**config.mk**
```make
export PLATFORM = sky130hd
export DESIGN_NAME = cdb_lane_arbiter
export DESIGN_NICKNAME = d
export VERILOG_FILES = /design/src/rtl/cdb_lane_arbiter.sv
export SDC_FILE = /design/constraint.sdc
export NUM_CORES = 1
export LEC_CHECK = 0
export BUFFER_PORTS_ARGS = -buffer_cell sky130_fd_sc_hd__buf_4
export CAP_MARGIN = 20
export CORE_MARGIN = 2
export CORE_UTILIZATION = 40
export CTS_CLUSTER_SIZE = 10
export DETAILED_ROUTE_END_ITERATION = 10
export SLEW_MARGIN = 30
export SYNTH_ARGS = -nofsm -noshare
export SYNTH_HDL_FRONTEND = slang
export SYNTH_SLANG_ARGS = --single-unit
```
**constraint.sdc**
```tcl
create_clock -name clk -period 7.1 [get_ports clk]
set_clock_uncertainty 0.1 [all_clocks]
set_input_delay 0.355 -clock clk [delete_from_list [all_inputs] [get_ports clk]]
set_output_delay 0.355 -clock clk [all_outputs]
set_load 0.01 [all_outputs]
```
**src/rtl/cdb_lane_arbiter.sv**
```systemverilog
// Merges three execution-unit result streams (ALU, MUL, DIV) onto one registered CDB lane.
// Each source has a small holding FIFO; a round-robin picker pops at most one head per cycle.
module cdb_lane_arbiter #(
  parameter int ROB_BITS = 4,
  parameter int DEPTH    = 2
) (
  input  logic                clk,
  input  logic                rst,
  input  logic                flush,
  input  logic                src0_valid,
  input  logic [ROB_BITS:0]   src0_ROBEN,
  input  logic [31:0]         src0_Write_Data,
  input  logic                src0_EXCEPTION,
  output logic                src0_ready,
  input  logic                src1_valid,
  input  logic [ROB_BITS:0]   src1_ROBEN,
  input  logic [31:0]         src1_Write_Data,
  input  logic                src1_EXCEPTION,
  output logic                src1_ready,
  input  logic                src2_valid,
  input  logic [ROB_BITS:0]   src2_ROBEN,
  input  logic [31:0]         src2_Write_Data,
  input  logic                src2_EXCEPTION,
  output logic                src2_ready,
  output logic [ROB_BITS:0]   out_ROBEN,
  output logic [31:0]         out_Write_Data,
  output logic                out_EXCEPTION
);
  localparam int RW = ROB_BITS + 1;
  localparam int PW = $clog2(DEPTH);
  localparam int CW = $clog2(DEPTH + 1);

  // Handshake: a result transfers on a rising edge where valid && ready (and ROBEN != 0,
  // flush low). ready depends only on the registered count; valid while !ready is dropped,
  // so a source must keep valid and its payload stable until it sees ready.
  logic [2:0]    in_valid;
  logic [RW-1:0] in_roben [3];
  logic [31:0]   in_data  [3];
  logic [2:0]    in_exc;

  assign in_valid    = {src2_valid, src1_valid, src0_valid};
  assign in_roben[0] = src0_ROBEN;
  assign in_roben[1] = src1_ROBEN;
  assign in_roben[2] = src2_ROBEN;
  assign in_data[0]  = src0_Write_Data;
  assign in_data[1]  = src1_Write_Data;
  assign in_data[2]  = src2_Write_Data;
  assign in_exc      = {src2_EXCEPTION, src1_EXCEPTION, src0_EXCEPTION};

  logic [RW-1:0]    roben_mem_q [3][DEPTH];
  logic [RW-1:0]    roben_mem_d [3][DEPTH];
  logic [31:0]      data_mem_q  [3][DEPTH];
  logic [31:0]      data_mem_d  [3][DEPTH];
  logic [DEPTH-1:0] exc_mem_q   [3];
  logic [DEPTH-1:0] exc_mem_d   [3];
  logic [PW-1:0]    wptr_q [3], wptr_d [3];
  logic [PW-1:0]    rptr_q [3], rptr_d [3];
  logic [CW-1:0]    cnt_q  [3], cnt_d  [3];
  logic [1:0]       last_grant_q, last_grant_d;
  logic [RW-1:0]    out_roben_q, out_roben_d;
  logic [31:0]      out_data_q, out_data_d;
  logic             out_exc_q, out_exc_d;

  logic [2:0] ready;
  logic [2:0] push;
  logic [2:0] pop;
  logic       grant_vld;
  logic [1:0] grant_sel;
  logic [2:0] cand;

  always_comb begin
    roben_mem_d  = roben_mem_q;
    data_mem_d   = data_mem_q;
    exc_mem_d    = exc_mem_q;
    wptr_d       = wptr_q;
    rptr_d       = rptr_q;
    cnt_d        = cnt_q;
    last_grant_d = last_grant_q;
    out_roben_d  = '0;
    out_data_d   = '0;
    out_exc_d    = 1'b0;
    grant_vld    = 1'b0;
    grant_sel    = 2'd0;
    cand         = '0;
    ready        = '0;
    push         = '0;
    pop          = '0;

    // Round-robin: first non-empty queue after the last winner, wrapping mod 3.
    for (int off = 1; off <= 3; off++) begin
      cand = {1'b0, last_grant_q} + 3'(off);
      if (cand >= 3'd3) cand = cand - 3'd3;
      if (!grant_vld && cnt_q[cand[1:0]] != '0) begin
        grant_vld = 1'b1;
        grant_sel = cand[1:0];
      end
    end

    for (int k = 0; k < 3; k++) begin
      ready[k] = cnt_q[k] < CW'(DEPTH);
      push[k]  = in_valid[k] && ready[k] && (in_roben[k] != '0) && !flush;
      pop[k]   = grant_vld && (grant_sel == 2'(k)) && !flush;
      if (push[k]) begin
        roben_mem_d[k][wptr_q[k]] = in_roben[k];
        data_mem_d[k][wptr_q[k]]  = in_data[k];
        exc_mem_d[k][wptr_q[k]]   = in_exc[k];
        wptr_d[k]                 = wptr_q[k] + PW'(1);
      end
      if (pop[k]) rptr_d[k] = rptr_q[k] + PW'(1);
      if (push[k] && !pop[k])      cnt_d[k] = cnt_q[k] + CW'(1);
      else if (!push[k] && pop[k]) cnt_d[k] = cnt_q[k] - CW'(1);
    end

    if (flush) begin
      for (int k = 0; k < 3; k++) begin
        wptr_d[k] = '0;
        rptr_d[k] = '0;
        cnt_d[k]  = '0;
      end
      last_grant_d = 2'd2;
    end else if (grant_vld) begin
      out_roben_d  = roben_mem_q[grant_sel][rptr_q[grant_sel]];
      out_data_d   = data_mem_q[grant_sel][rptr_q[grant_sel]];
      out_exc_d    = exc_mem_q[grant_sel][rptr_q[grant_sel]];
      last_grant_d = grant_sel;
    end
  end

  always_ff @(posedge clk or negedge rst) begin
    if (!rst) begin
      for (int k = 0; k < 3; k++) begin
        for (int e = 0; e < DEPTH; e++) begin
          roben_mem_q[k][e] <= '0;
          data_mem_q[k][e]  <= '0;
        end
        exc_mem_q[k] <= '0;
        wptr_q[k]    <= '0;
        rptr_q[k]    <= '0;
        cnt_q[k]     <= '0;
      end
      last_grant_q <= 2'd2;
      out_roben_q  <= '0;
      out_data_q   <= '0;
      out_exc_q    <= 1'b0;
    end else begin
      roben_mem_q  <= roben_mem_d;
      data_mem_q   <= data_mem_d;
      exc_mem_q    <= exc_mem_d;
      wptr_q       <= wptr_d;
      rptr_q       <= rptr_d;
      cnt_q        <= cnt_d;
      last_grant_q <= last_grant_d;
      out_roben_q  <= out_roben_d;
      out_data_q   <= out_data_d;
      out_exc_q    <= out_exc_d;
    end
  end

  assign src0_ready     = ready[0];
  assign src1_ready     = ready[1];
  assign src2_ready     = ready[2];
  assign out_ROBEN      = out_roben_q;
  assign out_Write_Data = out_data_q;
  assign out_EXCEPTION  = out_exc_q;
endmodule

```
==> flow_metrics.tcl <==
set metrics [dict create \
    status "finished, final reports clean" \
    slew_violations 0 \
    drt_first_iter_violations 414 \
    hold_buffers 90 \
    die_width_um 180 \
    synth_top_family_by_area "multiplexers" \
    grt_max_degree 161 \
    p_per_area_mw_per_mm2 468 \
    clock-sinks 280 \
    seq_area_frac_synth_pct 56.4 \
    cts_tree "built" \
    track_usage_pct 20.7 \
    peakVddDrop_uv 298 \
    min_path_type "primary input to register" \
    fin_crit_ns 3.99 \
    synthMuxAreaShare_pct 26.9 \
    firstDrtPassIters 4 \
    crit_path_max_fanout 30 \
    start_util_pct 40.6 \
    synth_compound_area_share_pct 9.75 \
    synth_warnings 0 \
    coreArea_mm2 0.0306 \
    numCtsBuffers 34 \
    fin_crit_sh_pct 56.2 \
    whs_ns 0.0136 \
    post-route-drc-count 0 \
    tns_ns 0 \
    synth-simple-area-share_pct 3.20 \
    place_ws_ns 3.12 \
    clock-root-buffer "clkbuf_16" \
    p_leak_uw 0.00683 \
    via_per_inst 5.48 \
    gr-total-overflow 0 \
    die_area_mm2 0.0325 \
    syn-instance-count 899 \
    crit_arrival_ns 4.29 \
    postCtsSetupBuffers 0 \
    io_pins 161 \
    routed_wl_mm 33.7 \
    worstMarginPinSlew_ns 0.951 \
    portBuffers 160 \
    ys_top_cells_by_area "dfrtp_1 (56%), mux2_2 (24%), o211ai_1 (4.8%), mux2i_1 (2.9%), a32oi_1 (2.5%)" \
    synth_area_per_cell_um2 13.8 \
    ff2ff_path_depth 8 \
    htree_levels 2 \
    synth-edff-count 0 \
    utilization_pct 52.2 \
    timing.rr.end "out_Write_Data[27]" \
    netlist.area_leader.share_pct 56.2 \
    path_class "register to register" \
    synth_adder_area_share_pct 0.403 \
    die_y_um 180 \
    vias 8442 \
    dp.cells 1403 \
    maxCapViolCount 0 \
    fin_cells 1540 \
    synth_xor_area_share_pct 0.564 \
    area_delta_synth_final_pct 28.4 \
    ys.flop_type "dfrtp_1" \
    layout_setup_ws_ns 3.11 \
    rsz0062_at_grt "false" \
    reg2reg_from "last_grant_q[0]" \
    hold_viol 0 \
    grt_pass1_wl_mm 52.8 \
    clk_path_buf_depth 3 \
    start_kind "register" \
    clkTransAtPathRegs_ns 0.05 \
    synth_async_sr_flop_share_pct 100 \
    drive_gt1_share_pct 43.9 \
    min_from "src2_Write_Data[30]" \
    setup_viol 0 \
    drtAntennaViolNets 0 \
    worst-r2r-setup-slack_ns 3.11 \
    netlist_area_mm2 0.0124 \
    synth_cell_types 48 \
    cts_resized 0 \
    gp_congestion 0.799 \
    hold-path-endpoint "data_mem_q[30]" \
    antenna_found_initial 2 \
    worstPathRequired_ns 7.40 \
    wire_per_inst_um 21.9 \
    hpwl_mm 20.7 \
    grt_pass1_vias 9039 \
    ys_ff_latch 280 \
    max_freq_mhz 251 \
    max-slew-margin-rel_pct 36.6 \
    rows 64 \
    yosysTopAreaCell "dfrtp_1" \
    holdPathStages 2 \
    nNetsFinal 1261 \
    insertion_delay_ns 0.50 \
    endpoint_kind "register" \
    syn_nets 1023 \
]
[stage by stage]
step / power, uW / instance area (um^2)
after floorplan: 4920 / 12400
after global placement: 5810 / 14000
after detailed placement: 5880 / 14000
after CTS: 7500 / 15900
after global routing: 7930 / 16000
final: 7470 / 16000
[worst max-delay path by stage]
stage,from,end,slack [ns],depth (start not counted)
2_1_floorplan,last_grant_q[1],out_ROBEN[2],4.22,10
3_3_place_gp,last_grant_q[1],out_Write_Data[16],3.17,8
3_5_place_dp,last_grant_q[1],out_Write_Data[8],3.12,8
4_1_cts,last_grant_q[0],out_Write_Data[14],3.08,8
5_1_grt,last_grant_q[0],out_Write_Data[27],2.90,8
6_report,last_grant_q[0],out_Write_Data[27],3.11,8
[area by class of cell]
class | count | area (um^2)
diodes | 2 | 5.00
multi-input cells | 539 | 5150
clock buffers | 39 | 911
clock inverters | 2 | 38.8
fillers | 2677 | 14600
flip-flops and latches | 280 | 7010
repair buffers | 270 | 2300
well taps | 396 | 495
inverters | 12 | 45.0
[cells in the final DEF, fill, tap and decap left out, drive strengths merged, types with 2 or more instances in the layout]
cell / count
ha: 4
dfrtp: 279
a21o: 4
dlygate4sd3: 93
nand3: 2
o21a: 2
xor2: 4
or4b: 2
a211oi: 2
xnor2: 4
diode: 2
nand2b: 3
or4: 5
buf: 177
a32oi: 35
a31oi: 3
clkbuf: 39
nand2: 12
mux2: 265
or2: 2
nor4: 3
inv: 13
o21ai: 9
and3: 2
nor2: 17
a21oi: 10
nor3: 10
o211ai: 80
nor3b: 4
or3: 5
mux2i: 36
a2bb2oi: 3
[synth_stat cells (all sizes together) (5+ instances only)]
master	number
dfrtp	279
mux2	265
o211ai	80
mux2i	36
a32oi	35
buf	35
clkbuf	33
nor2	17
inv	12
nand2	12
a21oi	10
nor3	10
o21ai	9
or3	5
or4	5
[worst max-delay path: stages, from the launching register on]
cell and delay [ns]:
dfrtp_1 0.45, inv_1 0.14, ha_1 0.52, inv_1 0.18, or4_1 0.55, a41oi_2 0.77, nand4bb_2 0.45, buf_4 0.43
o211ai_1 0.27
[state kept, by name (all words and copies together) (netlist names)]
name and flops:
out_EXCEPTION 1, cnt_q 6, exc_mem_q 6, wptr_q 3
out_ROBEN 5, data_mem_q 192, rptr_q 3, roben_mem_q 30
last_grant_q 2, out_Write_Data 32
[cells by family (layout without fill, tap and decap cells)]
kind of cell / Yosys count / count (layout)
AND/OR/NAND/NOR: 70 / 70
other: 0 / 2
buffers and inverters: 80 / 323
adder cells (fa/ha/maj): 4 / 4
flip-flops: 280 / 280
multiplexers: 301 / 301
AO/OA/AOI/OAI: 156 / 156
XOR/XNOR: 8 / 8
[per-layer routing]
layer,routed length [um],GRT usage [%]
met5,0,0
met1,15400,28.2
met2,16200,34.0
met4,629,5.06
met3,1520,4.16
[power by group]
group	internal (uW)	switching, uW
combinational	1490	1680
sequential	2340	394
clock	931	624
total	4770	2700
No activity file was read; power rests on OpenSTA's default activity.
